### config.mk
export PLATFORM = sky130hd
export DESIGN_NAME = seven_segment_capture
export DESIGN_NICKNAME = d
export VERILOG_FILES = /design/src/rtl/seven_segment_capture.sv
export SDC_FILE = /design/constraint.sdc
export NUM_CORES = 1
export LEC_CHECK = 0
export ABC_CLOCK_PERIOD_IN_PS = 3100
export CAP_MARGIN = 0
export CORE_UTILIZATION = 40
export CTS_BUF_LIST = sky130_fd_sc_hd__clkbuf_8
export DETAILED_ROUTE_END_ITERATION = 8
export PLACE_DENSITY = 0.59
export SYNTH_ARGS = -nofsm -noshare
export SYNTH_HDL_FRONTEND = slang
export SYNTH_SLANG_ARGS = --single-unit
### constraint.sdc
create_clock -name clock -period 3.1 [get_ports clock]
set_input_delay 0.31 -clock clock [delete_from_list [all_inputs] [get_ports clock]]
set_output_delay 0.31 -clock clock [all_outputs]
set_load 0.02 [all_outputs]
### src/rtl/seven_segment_capture.sv
// ============================================================================
// Module      : seven_segment_capture
// Description : Recovers hex digits from a multiplexed seven-segment drive,
//               assembling one frame per full digit scan.
// Revision    : 1.0 - initial release
// ============================================================================
`default_nettype none

module seven_segment_capture #(
  parameter int NUM_DIGITS     = 4,
  parameter int SETTLE_CYCLES  = 4,
  parameter int TIMEOUT_CYCLES = 1048576
) (
  input  logic                      clock,
  input  logic                      resetN,
  input  logic [7:0]                segmentEnableN,
  input  logic [NUM_DIGITS-1:0]     digitEnableN,
  input  logic                      clearErrors,
  output logic [4*NUM_DIGITS-1:0]   data,
  output logic [NUM_DIGITS-1:0]     pointEnable,
  output logic                      frameValid,
  output logic [NUM_DIGITS-1:0]     decodeError,
  output logic                      multiError,
  output logic                      stale
);

  localparam int                    c_tw          = $clog2(TIMEOUT_CYCLES + 1);
  localparam logic [7:0]            c_settle_max  = 8'(SETTLE_CYCLES);
  localparam logic [7:0]            c_settle_last = 8'(SETTLE_CYCLES - 1);
  localparam logic [c_tw-1:0]       c_timeout     = c_tw'(TIMEOUT_CYCLES);
  localparam logic [c_tw-1:0]       c_tout_one    = c_tw'(1);
  localparam logic [NUM_DIGITS-1:0] c_dig_one     = NUM_DIGITS'(1);

  // Returns {valid, nibble}; unknown patterns map to nibble 0, valid 0.
  function automatic logic [4:0] decode_segments(input logic [6:0] pattern);
    logic [4:0] result;
    case (pattern)
      7'h3F:   result = 5'h10;
      7'h06:   result = 5'h11;
      7'h5B:   result = 5'h12;
      7'h4F:   result = 5'h13;
      7'h66:   result = 5'h14;
      7'h6D:   result = 5'h15;
      7'h7D:   result = 5'h16;
      7'h07:   result = 5'h17;
      7'h7F:   result = 5'h18;
      7'h6F:   result = 5'h19;
      7'h77:   result = 5'h1A;
      7'h7C:   result = 5'h1B;
      7'h39:   result = 5'h1C;
      7'h5E:   result = 5'h1D;
      7'h79:   result = 5'h1E;
      7'h71:   result = 5'h1F;
      default: result = 5'h00;
    endcase
    return result;
  endfunction

  logic [7:0]              r_seg_s1, r_seg_s2, r_seg_prev;
  logic [NUM_DIGITS-1:0]   r_dig_s1, r_dig_s2, r_dig_prev;
  logic [7:0]              r_settle;
  logic [4*NUM_DIGITS-1:0] r_shadow;
  logic [NUM_DIGITS-1:0]   r_shadow_pt;
  logic [NUM_DIGITS-1:0]   r_seen;
  logic [c_tw-1:0]         r_timeout;

  logic                    w_stable;
  logic                    w_sample;
  logic [NUM_DIGITS-1:0]   w_low;
  logic                    w_multi_low;
  logic                    w_accept;
  logic                    w_multi_hit;
  logic [4:0]              w_decoded;
  logic                    w_commit;
  logic [NUM_DIGITS-1:0]   w_de_set;
  logic [c_tw-1:0]         w_timeout_next;

  assign w_stable    = (r_seg_s2 == r_seg_prev) && (r_dig_s2 == r_dig_prev);
  assign w_sample    = w_stable && (r_settle == c_settle_last);
  assign w_low       = ~r_dig_s2;
  // Clearing the lowest set bit leaves something only if two or more were set.
  assign w_multi_low = (w_low & (w_low - c_dig_one)) != '0;
  assign w_accept    = w_sample && (|w_low) && !w_multi_low;
  assign w_multi_hit = w_sample && w_multi_low;
  assign w_decoded   = decode_segments(~r_seg_s2[6:0]);
  assign w_commit    = &r_seen;
  assign w_de_set    = (w_accept && !w_decoded[4]) ? w_low : '0;

  always_comb begin
    w_timeout_next = r_timeout;
    if (w_accept) begin
      w_timeout_next = '0;
    end else if (r_timeout != c_timeout) begin
      w_timeout_next = r_timeout + c_tout_one;
    end
  end

  // Synchronizers idle at all-ones so reset looks like a blanked display.
  always_ff @(posedge clock or negedge resetN) begin
    if (!resetN) begin
      r_seg_s1   <= '1;
      r_seg_s2   <= '1;
      r_seg_prev <= '1;
      r_dig_s1   <= '1;
      r_dig_s2   <= '1;
      r_dig_prev <= '1;
      r_settle   <= '0;
    end else begin
      r_seg_s1   <= segmentEnableN;
      r_seg_s2   <= r_seg_s1;
      r_seg_prev <= r_seg_s2;
      r_dig_s1   <= digitEnableN;
      r_dig_s2   <= r_dig_s1;
      r_dig_prev <= r_dig_s2;
      if (!w_stable) begin
        r_settle <= '0;
      end else if (r_settle != c_settle_max) begin
        r_settle <= r_settle + 8'd1;
      end
    end
  end

  always_ff @(posedge clock or negedge resetN) begin
    if (!resetN) begin
      r_shadow    <= '0;
      r_shadow_pt <= '0;
      r_seen      <= '0;
      data        <= '0;
      pointEnable <= '0;
      frameValid  <= 1'b0;
    end else begin
      for (int i = 0; i < NUM_DIGITS; i++) begin
        if (w_accept && w_low[i]) begin
          r_shadow[4*i +: 4] <= w_decoded[3:0];
          r_shadow_pt[i]     <= ~r_seg_s2[7];
        end
      end
      // A sample landing in the commit cycle starts the next frame.
      r_seen     <= (w_commit ? '0 : r_seen) | (w_accept ? w_low : '0);
      frameValid <= w_commit;
      if (w_commit) begin
        data        <= r_shadow;
        pointEnable <= r_shadow_pt;
      end
    end
  end

  always_ff @(posedge clock or negedge resetN) begin
    if (!resetN) begin
      decodeError <= '0;
      multiError  <= 1'b0;
      r_timeout   <= '0;
      stale       <= 1'b0;
    end else begin
      decodeError <= (clearErrors ? '0 : decodeError) | w_de_set;
      multiError  <= (multiError && !clearErrors) || w_multi_hit;
      r_timeout   <= w_timeout_next;
      if (w_commit) begin
        stale <= 1'b0;
      end else if (w_timeout_next == c_timeout) begin
        stale <= 1'b1;
      end
    end
  end

endmodule

`default_nettype wire
==> Word-level counts from Yosys, hierarchy flattened <==
Index checks and enable logic that the tools add are counted.
{ "totals": {"ff_bits": 116, "in_bits": 15, "output_inout_bits": 27, "wordCells": 85} }
{ "classes": {"add_sub_neg": 3, "n_eq_ne": 23, "n_mux": 11, "bitwise": 6, "reduce_logical": 19} }
{ "ops": {"columns": ["op", "n"], "rows": [
  ["$eq A7 B7 Y1 const B", 12],
  ["$pmux W5 S16", 1],
  ["$mux W21", 2],
  ["$add A21 B1 Y21 const B", 1],
  ["$eq A21 B21 Y1 const B", 1],
  ["$ne A21 B21 Y1 const B", 1],
  ["$mux W4", 4],
  ["$mux W8", 2],
  ["$eq A7 B3 Y1 const B", 2],
  ["$eq A7 B6 Y1 const B", 2],
  ["$logic_and A1 B1 Y1", 11],
  ["$add A8 B1 Y8 const B", 1],
  ["$eq A8 B2 Y1 const B", 1],
  ["$eq A8 B8 Y1", 1],
  ["$ne A8 B3 Y1 const B", 1],
  ["$or A4 B4 Y4", 2],
  ["$not A7 Y7", 1],
  ["$and A4 B4 Y4", 1],
  ["$eq A4 B4 Y1", 1],
  ["$not A4 Y4", 1],
  ["$reduce_and A4 Y1", 1],
  ["$reduce_bool A4 Y1", 1],
  ["$reduce_or A4 Y1", 1],
  ["$sub A4 B1 Y4 const B", 1],
  ["6 further kinds", 9]
]} }

==> Depth between registers and ports, before layout <==
{ "depth": {"word_depth": 10, "depth_mapped": 9, "mapped_depth_nobuf": 8} }

==> Least setup slack after synthesis <==
Ideal clock, no wire load.
{ "synth_path": {"kind": "register -> register", "from": "reg r_dig_s2[3]", "to": "reg r_shadow[12]", "setup_ns": 0.125, "arrival_time_ns": 2.110, "required_time_ns": 2.975, "setup_slack_ns": 0.865, "path_stages_with_launch": 10, "path_buffers": 3, "period_less_slack_ns": 2.235, "path_cell_list": "dfstp_2 > clkbuf_1 > xor2_1 > nor4_1 > nand3_1 > and3b_1 > buf_6 > nor2b_1 > buf_4 > mux2_2"} }
{ "synth_between": {"elab_chain_len": 7, "word_cells_on_any_way": 12, "classes_between": "add/sub: 1; eq/ne: 1; bitwise: 2; reduce/logical: 8"} }
{ "synth_lines": {"columns": ["item", "line_no", "text"], "rows": [
  ["start, declared", "60", "logic [NUM_DIGITS-1:0] r_dig_s1, r_dig_s2, r_dig_prev;"],
  ["start signal, assigned", "113", "r_dig_s2 <= r_dig_s1;"],
  ["$not A4 Y4", "80", "assign w_low = ~r_dig_s2;"],
  ["$sub A4 B1 Y4", "82", "assign w_multi_low = (w_low & (w_low - c_dig_one)) != '0;"],
  ["$and A4 B4 Y4", "82", null],
  ["$reduce_bool A4 Y1", "82", null],
  ["$logic_not A1 Y1", "83", "assign w_accept = w_sample && (|w_low) && !w_multi_low;"],
  ["$logic_and A1 B1 Y1", "83", null],
  ["$logic_and A1 B1 Y1 (*)", "133", "if (w_accept && w_low[i]) begin"],
  ["end signal, assigned by index", "134", "r_shadow[4*i +: 4] <= w_decoded[3:0];"],
  ["end, declared", "62", "logic [4*NUM_DIGITS-1:0] r_shadow;"]
]} }
Every way passes the cells marked *; elsewhere a longest branch is shown, timed or not.
A chain may end at the register's enable or synchronous reset.

==> Worst setup path after layout <==
{ "layout_path": {"from": "reg r_settle[4]", "to": "reg r_shadow[5]"} }
{ "layout_between": {"elab_chain_len": 5} }
{ "layout_lines": {"columns": ["item", "line_no", "text"], "rows": [
  ["start, declared", "61", "logic [7:0] r_settle;"],
  ["start signal, assigned", "118", "r_settle <= r_settle + 8'd1;"],
  ["$eq A8 B2 Y1", "79", "assign w_sample = w_stable && (r_settle == c_settle_last);"],
  ["$logic_and A1 B1 Y1", "79", null],
  ["$logic_and A1 B1 Y1 (2 in series)", "83", null],
  ["$logic_and A1 B1 Y1", "133", null]
]} }
No other way between the ends.

==> results.txt <==
Violation count after the first detailed-route iteration: 145
Area growth syn-to-layout: 19.1%
Post-Synth XOR/XNOR Area: 6.94%
Std cell rows: 41
Dominant delay contributor by cell family on the critical path: simple AND/OR/NAND/NOR gates
Clock Latency Late Sink: 0.45 ns
Number of buffers added for setup after CTS: 0
Total Routing Usage GR: 16.6%
Endpoint type of the worst setup path: flip-flop
Congestion Overflow GR: 0
Antenna violations before repair: 0
Kind of launch point of the worst setup path: flip-flop
Met2 Track Usage GR: 25.5%
Power density of the placed cells: 524 nW/um^2
Net total in the final layout: 538
Routed via count divided by cell count: 4.91
Asr flop ratio synth: 100%
Adder-Cell Fraction of Synth Area: 1.16%
Final hold violation count: 0
Multiplexer area fraction after synthesis: 5.44%
Worst hold-check path type: in2reg
Outcome: completed
H-tree levels: 4
Number of buffers inserted during clock tree synthesis: 17
Iteration count of the initial detailed-routing pass: 6
Core ar.: 12600 um^2
Synth Cell Area: 5170 um^2
Average instance area after synthesis: 10.8 um^2
CTS tree: built
Antenna violation net count after detailed routing: 0
Dominant combinational cell family by area after synthesis: simple AND/OR/NAND/NOR gates
Worst setup slack for register-to-register paths: 0.53 ns
CTS sink count: 116
Max-slew headroom: 51.2%
Met3 track demand over resource in global routing: 4.97%
Count of cell types in the netlist: 56
CP max stage cell: sky130_fd_sc_hd__or4_4
Largest clock skew in the final design: 0.0106 ns
Synthesized netlist net count: 498
Residual DRC count: 0
Time the worst path needs with I/O delays and setup: 2.57 ns
Port Buffers: 41
Detailed placer's ending HPWL: 6.60 mm
Maximum operating frequency: 0.389 GHz
Synthesized instance count: 479
Longest individual stage delay on the worst path: 0.56 ns
Average wire per cell in the routed design: 13.7 um
EDFF count, synth: 0
Count of hold-fix buffers inserted at cts: 1
Height of the die: 116 um
Maximum clock path buffer count: 2
Required time of the critical path: 3.43 ns
Number of max-cap violations: 0
Count of synthesis-stage warnings from yosys: 0
Initial core utilization: 41.0%
Die width: 116 um
Routing usage on met1: 21.1%
Fill cell total of the finished layout: 1188
Placer congestion estimate: 0.825
Fraction of layout cells with a size suffix above 1: 19.5%
Worst vdd rail ir drop: 308 uV
Post-Route Setup TNS: 0 ns
First-pass GRT wire length: 16.7 mm
Area of the die: 13400 um^2
Total vias in the final route: 3456
Crit path cell chain: or4_4 -> nor4b_4 -> and3b_1 -> nor2b_1 -> mux2_2
Number of diodes added for antenna fixing: 0
Share of the synthesized area in compound gates (AO/OA/AOI/OAI): 5.68%
Total chip power: 3.23 mW
Share of the yosys chip area belonging to registers: 57.0%
Total count of max-transition violations in the final report: 0
Pin count of the biggest net entering global routing: 59
Dominant synthesized flop cell: sky130_fd_sc_hd__dfrtp_1
Final-report setup violation count: 0
I/O pin count: 42
Synthesis-stage register bit count: 116
CP Buf/Inv Count: 0
Via count of the first global-routing pass: 3513
Simple-gate share of the synthesized area: 19.6%
Leak Pwr: 2.75 nW
Slew of the pin with the lowest slew margin: 0.732 ns
Clock Root Buffer: sky130_fd_sc_hd__clkbuf_8
Arr. time, crit path: 2.90 ns
Sum of routed wire length over all layers: 9.61 mm
RSZ-0062 raised after global routing: no
Fin crit share: 82.9%
Type of the worst setup path: reg2reg
Quantity of gates resized following cts: 0
Clk slew on worst S/H paths: 0.07 ns
Most used routing layer in global routing: met2
Peak fanout along the critical path: 6
[report_power, final]
group          internal (mW)  leakage (nW)  switching [mW]  total [mW]
logic                 0.0405          1.03          0.0500      0.0905
clock network          0.951         0.238           0.595        1.55
registers               1.56          1.48          0.0316        1.59
total                   2.55          2.75           0.677        3.23
[logic make-up after synthesis]
group | count (synthesis)
AND/OR/NAND/NOR | 201
flip-flops | 116
AO/OA/AOI/OAI | 45
buffers and inverters | 45
XOR/XNOR | 41
multiplexers | 26
adder cells (fa/ha/maj) | 5
[cell usage after synthesis, drive strengths merged (2+ instances only)]
| cell type | count | area share, % |
|---|---|---|
| xor2 | 28 | 4.7 |
| buf | 11 | 1.7 |
| and3b | 3 | 0.51 |
| nor2b | 5 | 0.60 |
| dfstp | 36 | 18 |
| nand4 | 10 | 1.3 |
| ha | 4 | 0.97 |
| a21oi | 9 | 0.87 |
| nand3b | 3 | 0.44 |
| o21ai | 12 | 1.2 |
| and3 | 8 | 0.97 |
| or4 | 3 | 0.58 |
| nand3 | 15 | 1.5 |
| nor2 | 42 | 3.0 |
| a31oi | 2 | 0.24 |
| a31o | 3 | 0.51 |
| inv | 17 | 1.2 |
| o22ai | 6 | 0.73 |
| and2 | 2 | 0.24 |
| nor3b | 2 | 0.29 |
| clkbuf | 16 | 1.2 |
| a21o | 4 | 0.58 |
| or2 | 3 | 0.36 |
| mux2 | 17 | 3.7 |
| nor4 | 9 | 1.4 |
| mux2i | 9 | 1.7 |
| dfrtp | 80 | 39 |
| nor4b | 4 | 0.97 |
| nand2 | 73 | 5.3 |
| nor3 | 14 | 1.4 |
| xnor2 | 13 | 2.2 |
[final cells by class]
cell class                      instances  area (um^2)  area share [%]
Tap cell                              172          215            3.49
Timing Repair Buffer                   48          475            7.72
Clock inverter                         11          156            2.54
Clock buffer                           21          289            4.69
Sequential cell                       116         2950            47.8
Multi-Input combinational cell        318         2010            32.6
Inverter                               18         67.6            1.10
[sequential cells by signal (all words and copies together), names as in the netlist]
register / count
r_shadow: 16
multiError: 1
stale: 1
frameValid: 1
r_dig_s2: 4
r_timeout: 21
pointEnable: 4
r_dig_s1: 4
r_shadow_pt: 4
r_dig_prev: 4
r_seg_s1: 8
r_settle: 8
r_seg_prev: 8
r_seen: 4
r_seg_s2: 8
data: 16
decodeError: 4
[final timing paths]
path                                    from        endpoint  cells after the start
min reg2reg                      r_dig_s1[2]     r_dig_s2[2]                      0
max in group asynchronous             resetN    r_timeout[4]                      3
min in group asynchronous             resetN  decodeError[3]                      2
max reg2reg                      r_settle[4]     r_shadow[5]                      5
min                        segmentEnableN[0]     r_seg_s1[0]                      1
max                              r_settle[4]     r_shadow[5]                      5
[placed cells by master (no fill, tap or decap), types with 2 or more instances in the layout]
cell type / synthesis / final
sky130_fd_sc_hd__a21o_1: 4 / 4
sky130_fd_sc_hd__a21oi_1: 9 / 9
sky130_fd_sc_hd__a31o_2: 3 / 3
sky130_fd_sc_hd__a31oi_1: 2 / 2
sky130_fd_sc_hd__and2_1: 2 / 2
sky130_fd_sc_hd__and3_1: 8 / 8
sky130_fd_sc_hd__and3b_1: 3 / 3
sky130_fd_sc_hd__buf_4: 5 / 6
sky130_fd_sc_hd__bufinv_16: 0 / 4
sky130_fd_sc_hd__clkbuf_8: 0 / 21
sky130_fd_sc_hd__clkdlybuf4s50_1: 0 / 40
sky130_fd_sc_hd__clkinv_2: 0 / 4
sky130_fd_sc_hd__dfrtp_1: 80 / 80
sky130_fd_sc_hd__dfstp_2: 36 / 36
sky130_fd_sc_hd__ha_1: 4 / 4
sky130_fd_sc_hd__inv_1: 17 / 19
sky130_fd_sc_hd__mux2_2: 17 / 17
sky130_fd_sc_hd__mux2i_1: 9 / 9
sky130_fd_sc_hd__nand2_1: 73 / 73
sky130_fd_sc_hd__nand3_1: 15 / 15
sky130_fd_sc_hd__nand3b_1: 3 / 3
sky130_fd_sc_hd__nand4_1: 9 / 9
sky130_fd_sc_hd__nor2_1: 42 / 42
sky130_fd_sc_hd__nor2b_1: 5 / 5
sky130_fd_sc_hd__nor3_1: 14 / 14
sky130_fd_sc_hd__nor3b_1: 2 / 2
sky130_fd_sc_hd__nor4_1: 8 / 8
sky130_fd_sc_hd__nor4b_1: 3 / 3
sky130_fd_sc_hd__o21ai_0: 12 / 12
sky130_fd_sc_hd__o22ai_1: 6 / 6
sky130_fd_sc_hd__or2_2: 3 / 3
sky130_fd_sc_hd__or4_4: 2 / 2
sky130_fd_sc_hd__xnor2_1: 13 / 13
sky130_fd_sc_hd__xor2_1: 28 / 28
[routing by layer]
metal	vias up	part of all wire (%)	routed length, um
met4	0	2.2	216
met1	1688	47	4540
li1	1694	-	-
met2	57	47	4530
met3	17	3.4	329
met5	-	0	0
[through the flow]
stage | hold WS [ns] | instance area [um^2] | setup slack [ns] | utilization (%) | std cells
finish | 0.266 | 6160 | 0.530 | 48.8 | 704
global route | 0.236 | 6160 | 0.346 | 48.8 | 704
detailed placement | 0.347 | 5710 | 0.519 | 45.2 | 671
floorplan | 0.0144 | 5170 | 0.865 | - | 479
global placement | 0.345 | 5710 | 0.552 | 45.2 | 671
CTS | 0.230 | 6160 | 0.504 | 48.8 | 704
No activity file was read; power rests on OpenSTA's default activity.
